[src/rtl/txrx_window_ctrl_if.sv]
// Handshake bundle between the test controller, the tx/rx link and txrx_window_ctrl.
interface txrx_window_ctrl_if #(
  parameter int RW = 2
);
  logic          start;
  logic          recevier;
  logic          transmiter;
  logic          busy;
  logic          done;
  logic          pass;
  logic          fail;
  logic          early_err;
  logic [RW-1:0] attempts;

  modport master (
    output start, recevier,
    input  transmiter, busy, done, pass, fail, early_err, attempts
  );

  modport slave (
    input  start, recevier,
    output transmiter, busy, done, pass, fail, early_err, attempts
  );
endinterface

[src/rtl/txrx_window_ctrl.sv]
// Sequences a transmitter pulse and checks that the receiver answers inside
// [MIN_DLY:MAX_DLY] cycles, retrying up to MAX_RETRY times.
//
// state | meaning
// IDLE  | waiting for start; result flags held
// SEND  | transmiter high for this single cycle
// WAIT  | counting cycle offset k, checking recevier against the window
module txrx_window_ctrl #(
  parameter int MIN_DLY   = 2,
  parameter int MAX_DLY   = 5,
  parameter int MAX_RETRY = 3,
  parameter int CW        = 4,
  parameter int RW        = 2
) (
  input  logic                clk,
  input  logic                rst_n,
  txrx_window_ctrl_if.slave   bus
);

  localparam logic [CW-1:0] MIN_K = CW'(MIN_DLY);
  localparam logic [CW-1:0] MAX_K = CW'(MAX_DLY);
  localparam logic [RW-1:0] MAX_A = RW'(MAX_RETRY);

  typedef enum logic [1:0] {IDLE, SEND, WAIT} state_t;

  state_t        state;
  logic [CW-1:0] cnt;
  logic [RW-1:0] attempts;
  logic          transmiter, busy, done, pass, fail, early_err;

  logic          rx_early, rx_ok, timeout, att_fail;

  always_comb begin
    rx_early = 1'b0;
    rx_ok    = 1'b0;
    timeout  = 1'b0;
    if (state == WAIT) begin
      rx_early = bus.recevier && (cnt < MIN_K);
      rx_ok    = bus.recevier && (cnt >= MIN_K) && (cnt <= MAX_K);
      timeout  = !bus.recevier && (cnt == MAX_K);
    end
    att_fail = rx_early || timeout;
  end

  always_ff @(posedge clk or negedge rst_n) begin
    if (!rst_n) begin
      state      <= IDLE;
      cnt        <= '0;
      attempts   <= '0;
      transmiter <= 1'b0;
      busy       <= 1'b0;
      done       <= 1'b0;
      pass       <= 1'b0;
      fail       <= 1'b0;
      early_err  <= 1'b0;
    end else begin
      done       <= 1'b0;
      transmiter <= 1'b0;
      case (state)
        IDLE: begin
          if (bus.start) begin
            state      <= SEND;
            transmiter <= 1'b1;
            busy       <= 1'b1;
            pass       <= 1'b0;
            fail       <= 1'b0;
            early_err  <= 1'b0;
            attempts   <= '0;
            cnt        <= '0;
          end
        end
        SEND: begin
          state <= WAIT;
          cnt   <= CW'(1);
        end
        WAIT: begin
          if (rx_early)
            early_err <= 1'b1;
          if (rx_ok) begin
            pass  <= 1'b1;
            done  <= 1'b1;
            busy  <= 1'b0;
            state <= IDLE;
          end else if (att_fail) begin
            // a retry re-enters SEND, so the next pulse lands one cycle later
            if (attempts < MAX_A) begin
              attempts   <= attempts + 1'b1;
              transmiter <= 1'b1;
              state      <= SEND;
            end else begin
              fail  <= 1'b1;
              done  <= 1'b1;
              busy  <= 1'b0;
              state <= IDLE;
            end
          end else if (cnt != '1) begin
            cnt <= cnt + 1'b1;
          end
        end
        default: state <= IDLE;
      endcase
    end
  end

  assign bus.transmiter = transmiter;
  assign bus.busy       = busy;
  assign bus.done       = done;
  assign bus.pass       = pass;
  assign bus.fail       = fail;
  assign bus.early_err  = early_err;
  assign bus.attempts   = attempts;

endmodule

[src/flat_wrapper.sv]
// flat-port wrapper written by rule: the top's interface ports become plain ports
module txrx_window_ctrl_flat 
#(
  parameter int MIN_DLY   = 2,
  parameter int MAX_DLY   = 5,
  parameter int MAX_RETRY = 3,
  parameter int CW        = 4,
  parameter int RW        = 2
)
  (clk, rst_n, bus_start, bus_recevier, bus_transmiter, bus_busy, bus_done, bus_pass, bus_fail, bus_early_err, bus_attempts);
  txrx_window_ctrl_if #(.RW(RW)) bus_i ();
  input  logic clk;
  input  logic rst_n;
  input wire logic [$bits(bus_i.start)-1:0] bus_start;
  input wire logic [$bits(bus_i.recevier)-1:0] bus_recevier;
  output wire logic [$bits(bus_i.transmiter)-1:0] bus_transmiter;
  output wire logic [$bits(bus_i.busy)-1:0] bus_busy;
  output wire logic [$bits(bus_i.done)-1:0] bus_done;
  output wire logic [$bits(bus_i.pass)-1:0] bus_pass;
  output wire logic [$bits(bus_i.fail)-1:0] bus_fail;
  output wire logic [$bits(bus_i.early_err)-1:0] bus_early_err;
  output wire logic [$bits(bus_i.attempts)-1:0] bus_attempts;
  assign bus_i.start = bus_start;
  assign bus_i.recevier = bus_recevier;
  assign bus_transmiter = bus_i.transmiter;
  assign bus_busy = bus_i.busy;
  assign bus_done = bus_i.done;
  assign bus_pass = bus_i.pass;
  assign bus_fail = bus_i.fail;
  assign bus_early_err = bus_i.early_err;
  assign bus_attempts = bus_i.attempts;
  txrx_window_ctrl #(.MIN_DLY(MIN_DLY), .MAX_DLY(MAX_DLY), .MAX_RETRY(MAX_RETRY), .CW(CW), .RW(RW)) u_core (.clk(clk), .rst_n(rst_n), .bus(bus_i));
endmodule
[config.mk]
export PLATFORM = sky130hd
export DESIGN_NAME = txrx_window_ctrl_flat
export DESIGN_NICKNAME = d
export VERILOG_FILES = /design/src/rtl/txrx_window_ctrl_if.sv /design/src/rtl/txrx_window_ctrl.sv /design/src/flat_wrapper.sv
export SDC_FILE = /design/constraint.sdc
export NUM_CORES = 1
export LEC_CHECK = 0
export ABC_AREA = 0
export CORE_AREA = 4 4 51 53
export CTS_CLUSTER_SIZE = 30
export DETAILED_ROUTE_END_ITERATION = 6
export DIE_AREA = 0 0 55 57
export PLACE_DENSITY = 0.68
export SETUP_SLACK_MARGIN = 0.02
export SLEW_MARGIN = 10
export SYNTH_ARGS = -nofsm -noshare
export SYNTH_HDL_FRONTEND = slang
export SYNTH_SLANG_ARGS = --single-unit
export TNS_END_PERCENT = 5
[constraint.sdc]
create_clock -name clk -period 2.1 [get_ports clk]
set_input_delay 0.42 -clock clk [delete_from_list [all_inputs] [get_ports clk]]
set_output_delay 0.42 -clock clk [all_outputs]
set_load 0.02 [all_outputs]
==> qor.yml, run 1 <==
logic_synthesis:
  synth_edf_count: 0
  yosysUniqueCellTypes: 39
  syn_area_sq_um: 950
  synth-seq-cells: 14
  synth_area_per_cell_sq_um: 9.79
  async_flop_share_pct: 100
  synth_most_common_cell: "dfrtp_1"
  synth_commonest_cells: "14 x dfrtp_1, 10 x inv_1, 9 x ha_1"
  synth_area_leaders: "dfrtp_1 37%, ha_1 12%, a21oi_1 4.2%, inv_1 4.0%, o31ai_4 2.2%"
  yosys.area.top_type: "dfrtp_1"
  yosysWarnings: 0
  syn_nets: 110
  netlist_instances: 97
  yosysTopAreaCellShare_pct: 36.9
  ys_seq_area_share_pct: 36.9
  ys.flop_type: "dfrtp_1"
route:
  viasPerCell: 5.80
  avgRoutedWirePerCell_microns: 14.6
  drtIter0Drc: 27
  drc_errors: 0
  routed_wirelength_microns: 2170
  num_vias: 858
  final_antenna_net_count: 0
  first_pass_iters: 4
clock_tree:
  hold_buffers: 0
  clock_path_buffers: 2
  tritoncts: "yes"
  clock-sinks: 14
  htreeDepth: 1
  cts_root_buf: "clkbuf_4"
  insertion_delay_ns: 0.28
  cts_buffers: 3
  clkTransAtPathRegs_ns: 0.09
timing:
  timing.slew.headroom_pct: 54.3
  slew_viol_final: 0
  hold_viol: 0
  timing.final.crit_share_pct: 96.1
  fmax_mhz: 496
  setup_tns_ns: 0
  tightest_slew_ns: 0.683
  fin_crit_ns: 2.02
  fin_skew_ns: 0.00526
  setup_viol: 0
  rsz0062_at_grt: "no"
floorplan:
  ios: 12
  core_area_sq_um: 2150
  die_area_sq_um: 3140
  die_h_microns: 57
  die_x_microns: 55
  start_util_pct: 44.2
  rows: 17
setup_path:
  worst_setup_path_end_kind: "flip-flop"
  critPathMaxStageDelay_ns: 0.42
  slowest_stage: "dfrtp_1"
  worstPathCellList: "buf_4 -> ha_1 -> or3_1 -> and3_4 -> o31ai_4 -> mux2_1"
  crit_arrival_ns: 2.19
  start_kind: "flip-flop"
  crit_required_ns: 2.27
  crit_family: "simple AND/OR/NAND/NOR gates"
  path_max_fanout: 4
  crit_buf_inv: 1
  crit_type: "flip-flop to flip-flop"
status:
  status: "complete, no violations"
final_layout:
  area_growth_pct: 25.6
  fin_cells: 148
  diodes: 0
  nets: 134
  post-route-util_pct: 55.5
  drive_gt1_share_pct: 20.0
pwr:
  p_leak_uw: 0.000514
  p_total_uw: 1330
  p_per_area_nw_per_um2: 1120
  irDropWorstVdd_v: 0.000618
placed_design:
  dp_hpwl_microns: 1640
  place_inst: 143
  portBuffers: 11
  place_congestion: 0.835
grt:
  grt_pass1_wl_microns: 3770
  grt_pass1_vias: 862
  grt_max_degree: 15
  grtUsageTotal_pct: 15.9
  grt_antenna_before_repair: 0
  grt-ovfl-total: 0
flow_run:
  cap_violations: 0
hold_path:
  hp-class: "input pin to async pin"
## per-layer routing
metal	up-vias	wire [microns]	global-route usage, %	part of all wire [%]
met1	431	998	21.6	46
li1	412	-	-	-
met4	0	17	4.17	0.79
met3	3	50	3.13	2.3
met5	-	0	0	0
met2	12	1100	25.5	51
## worst register-to-register path: stages (launching register included)
cell	delay, ns
dfrtp_1	0.42
buf_4	0.15
ha_1	0.16
or3_1	0.37
and3_4	0.22
o31ai_4	0.24
mux2_1	0.34
## cell families (layout without fill, tap and decap cells)
family | Yosys count | after routing | share of synthesized area, %
buffers and inverters | 12 | 35 | 5.53
flip-flops | 14 | 14 | 36.9
AO/OA/AOI/OAI | 28 | 28 | 22.5
AND/OR/NAND/NOR | 32 | 32 | 20.9
multiplexers | 2 | 2 | 2.24
adder cells (fa/ha/maj) | 9 | 9 | 11.9
## path summary, 6_finish.rpt
path | startpoint | end | slack (ns) | cells after the start
min reg2reg | u_core.bus.early_err | u_core.bus.early_err | 0.55 | 2
max in group asynchronous | rst_n | u_core.cnt[0] | 1.08 | 1
min | rst_n | u_core.cnt[3] | 0.54 | 1
min in group clk | u_core.bus.early_err | u_core.bus.early_err | 0.55 | 2
max | u_core.cnt[1] | u_core.state[1] | 0.08 | 6
max reg2reg | u_core.cnt[1] | u_core.state[1] | 0.08 | 6
## power breakdown
part / switching, uW / total (uW) / internal (uW)
registers: 53.5 / 387 / 334
clock network: 91.8 / 197 / 106
logic: 412 / 745 / 333
total: 557 / 1330 / 773
## placed cells by master (no fill, tap or decap), types with 2 or more instances in the layout
master,synthesis,routed
a211oi_1,2,2
clkdlybuf4s50_1,0,11
nand2_1,5,5
dfrtp_1,14,13
or2_2,2,2
inv_1,10,9
nor2b_1,2,2
o2bb2ai_1,2,2
nor2_1,5,5
nand3_1,3,3
clkbuf_4,0,3
a31oi_1,3,3
buf_4,0,10
or3_1,2,2
nand4_1,2,2
nor3_1,3,3
ha_1,9,9
a21oi_1,8,8
o221ai_1,2,2
## flip-flops by register name (all words and copies together) (netlist names)
signal                 cells
u_core.bus.pass            1
u_core.bus.done            1
u_core.bus.attempts        2
u_core.cnt                 4
u_core.bus.fail            1
u_core.state               2
u_core.bus.busy            1
u_core.bus.transmiter      1
u_core.bus.early_err       1
## repair_timing
action,4_1_cts,5_1_grt
gates cloned,0,0
gates resized for setup,0,2
setup buffers,1,0
endpoints found under the setup margin,1,2
## per-stage QoR
| stage | setup WS, ns | hold WS (ns) | instance area (sq um) |
|---|---|---|---|
| 2_1_floorplan | 0.127 | 0.124 | 950 |
| 3_3_place_gp | 0.00487 | 0.521 | 1150 |
| 3_5_place_dp | -0.0279 | 0.533 | 1150 |
| 4_1_cts | 0.0655 | 0.553 | 1190 |
| 5_1_grt | 0.0331 | 0.579 | 1190 |
| 6_report | 0.0823 | 0.542 | 1190 |
## cell type report
cell class	instances	area, sq um
fillers	180	956
flip-flops and latches	14	352
clock buffers	4	36.3
multi-input cells	71	547
inverters	10	37.5
repair buffers	21	185
well taps	28	35.0
Note: power is estimated with default switching activity, not from simulation.
==> run 2: changes to the inputs <==
Settings changed: CTS_CLUSTER_DIAMETER set to 200.
==> results of run 2 <==
The final DEF is identical to that of run 1; final timing and power are the same.
==> run 3: changes to the inputs <==
Settings changed: SLEW_MARGIN 10 to not set.
==> results of run 3 <==
The final DEF is identical to that of run 1; final timing and power are the same.
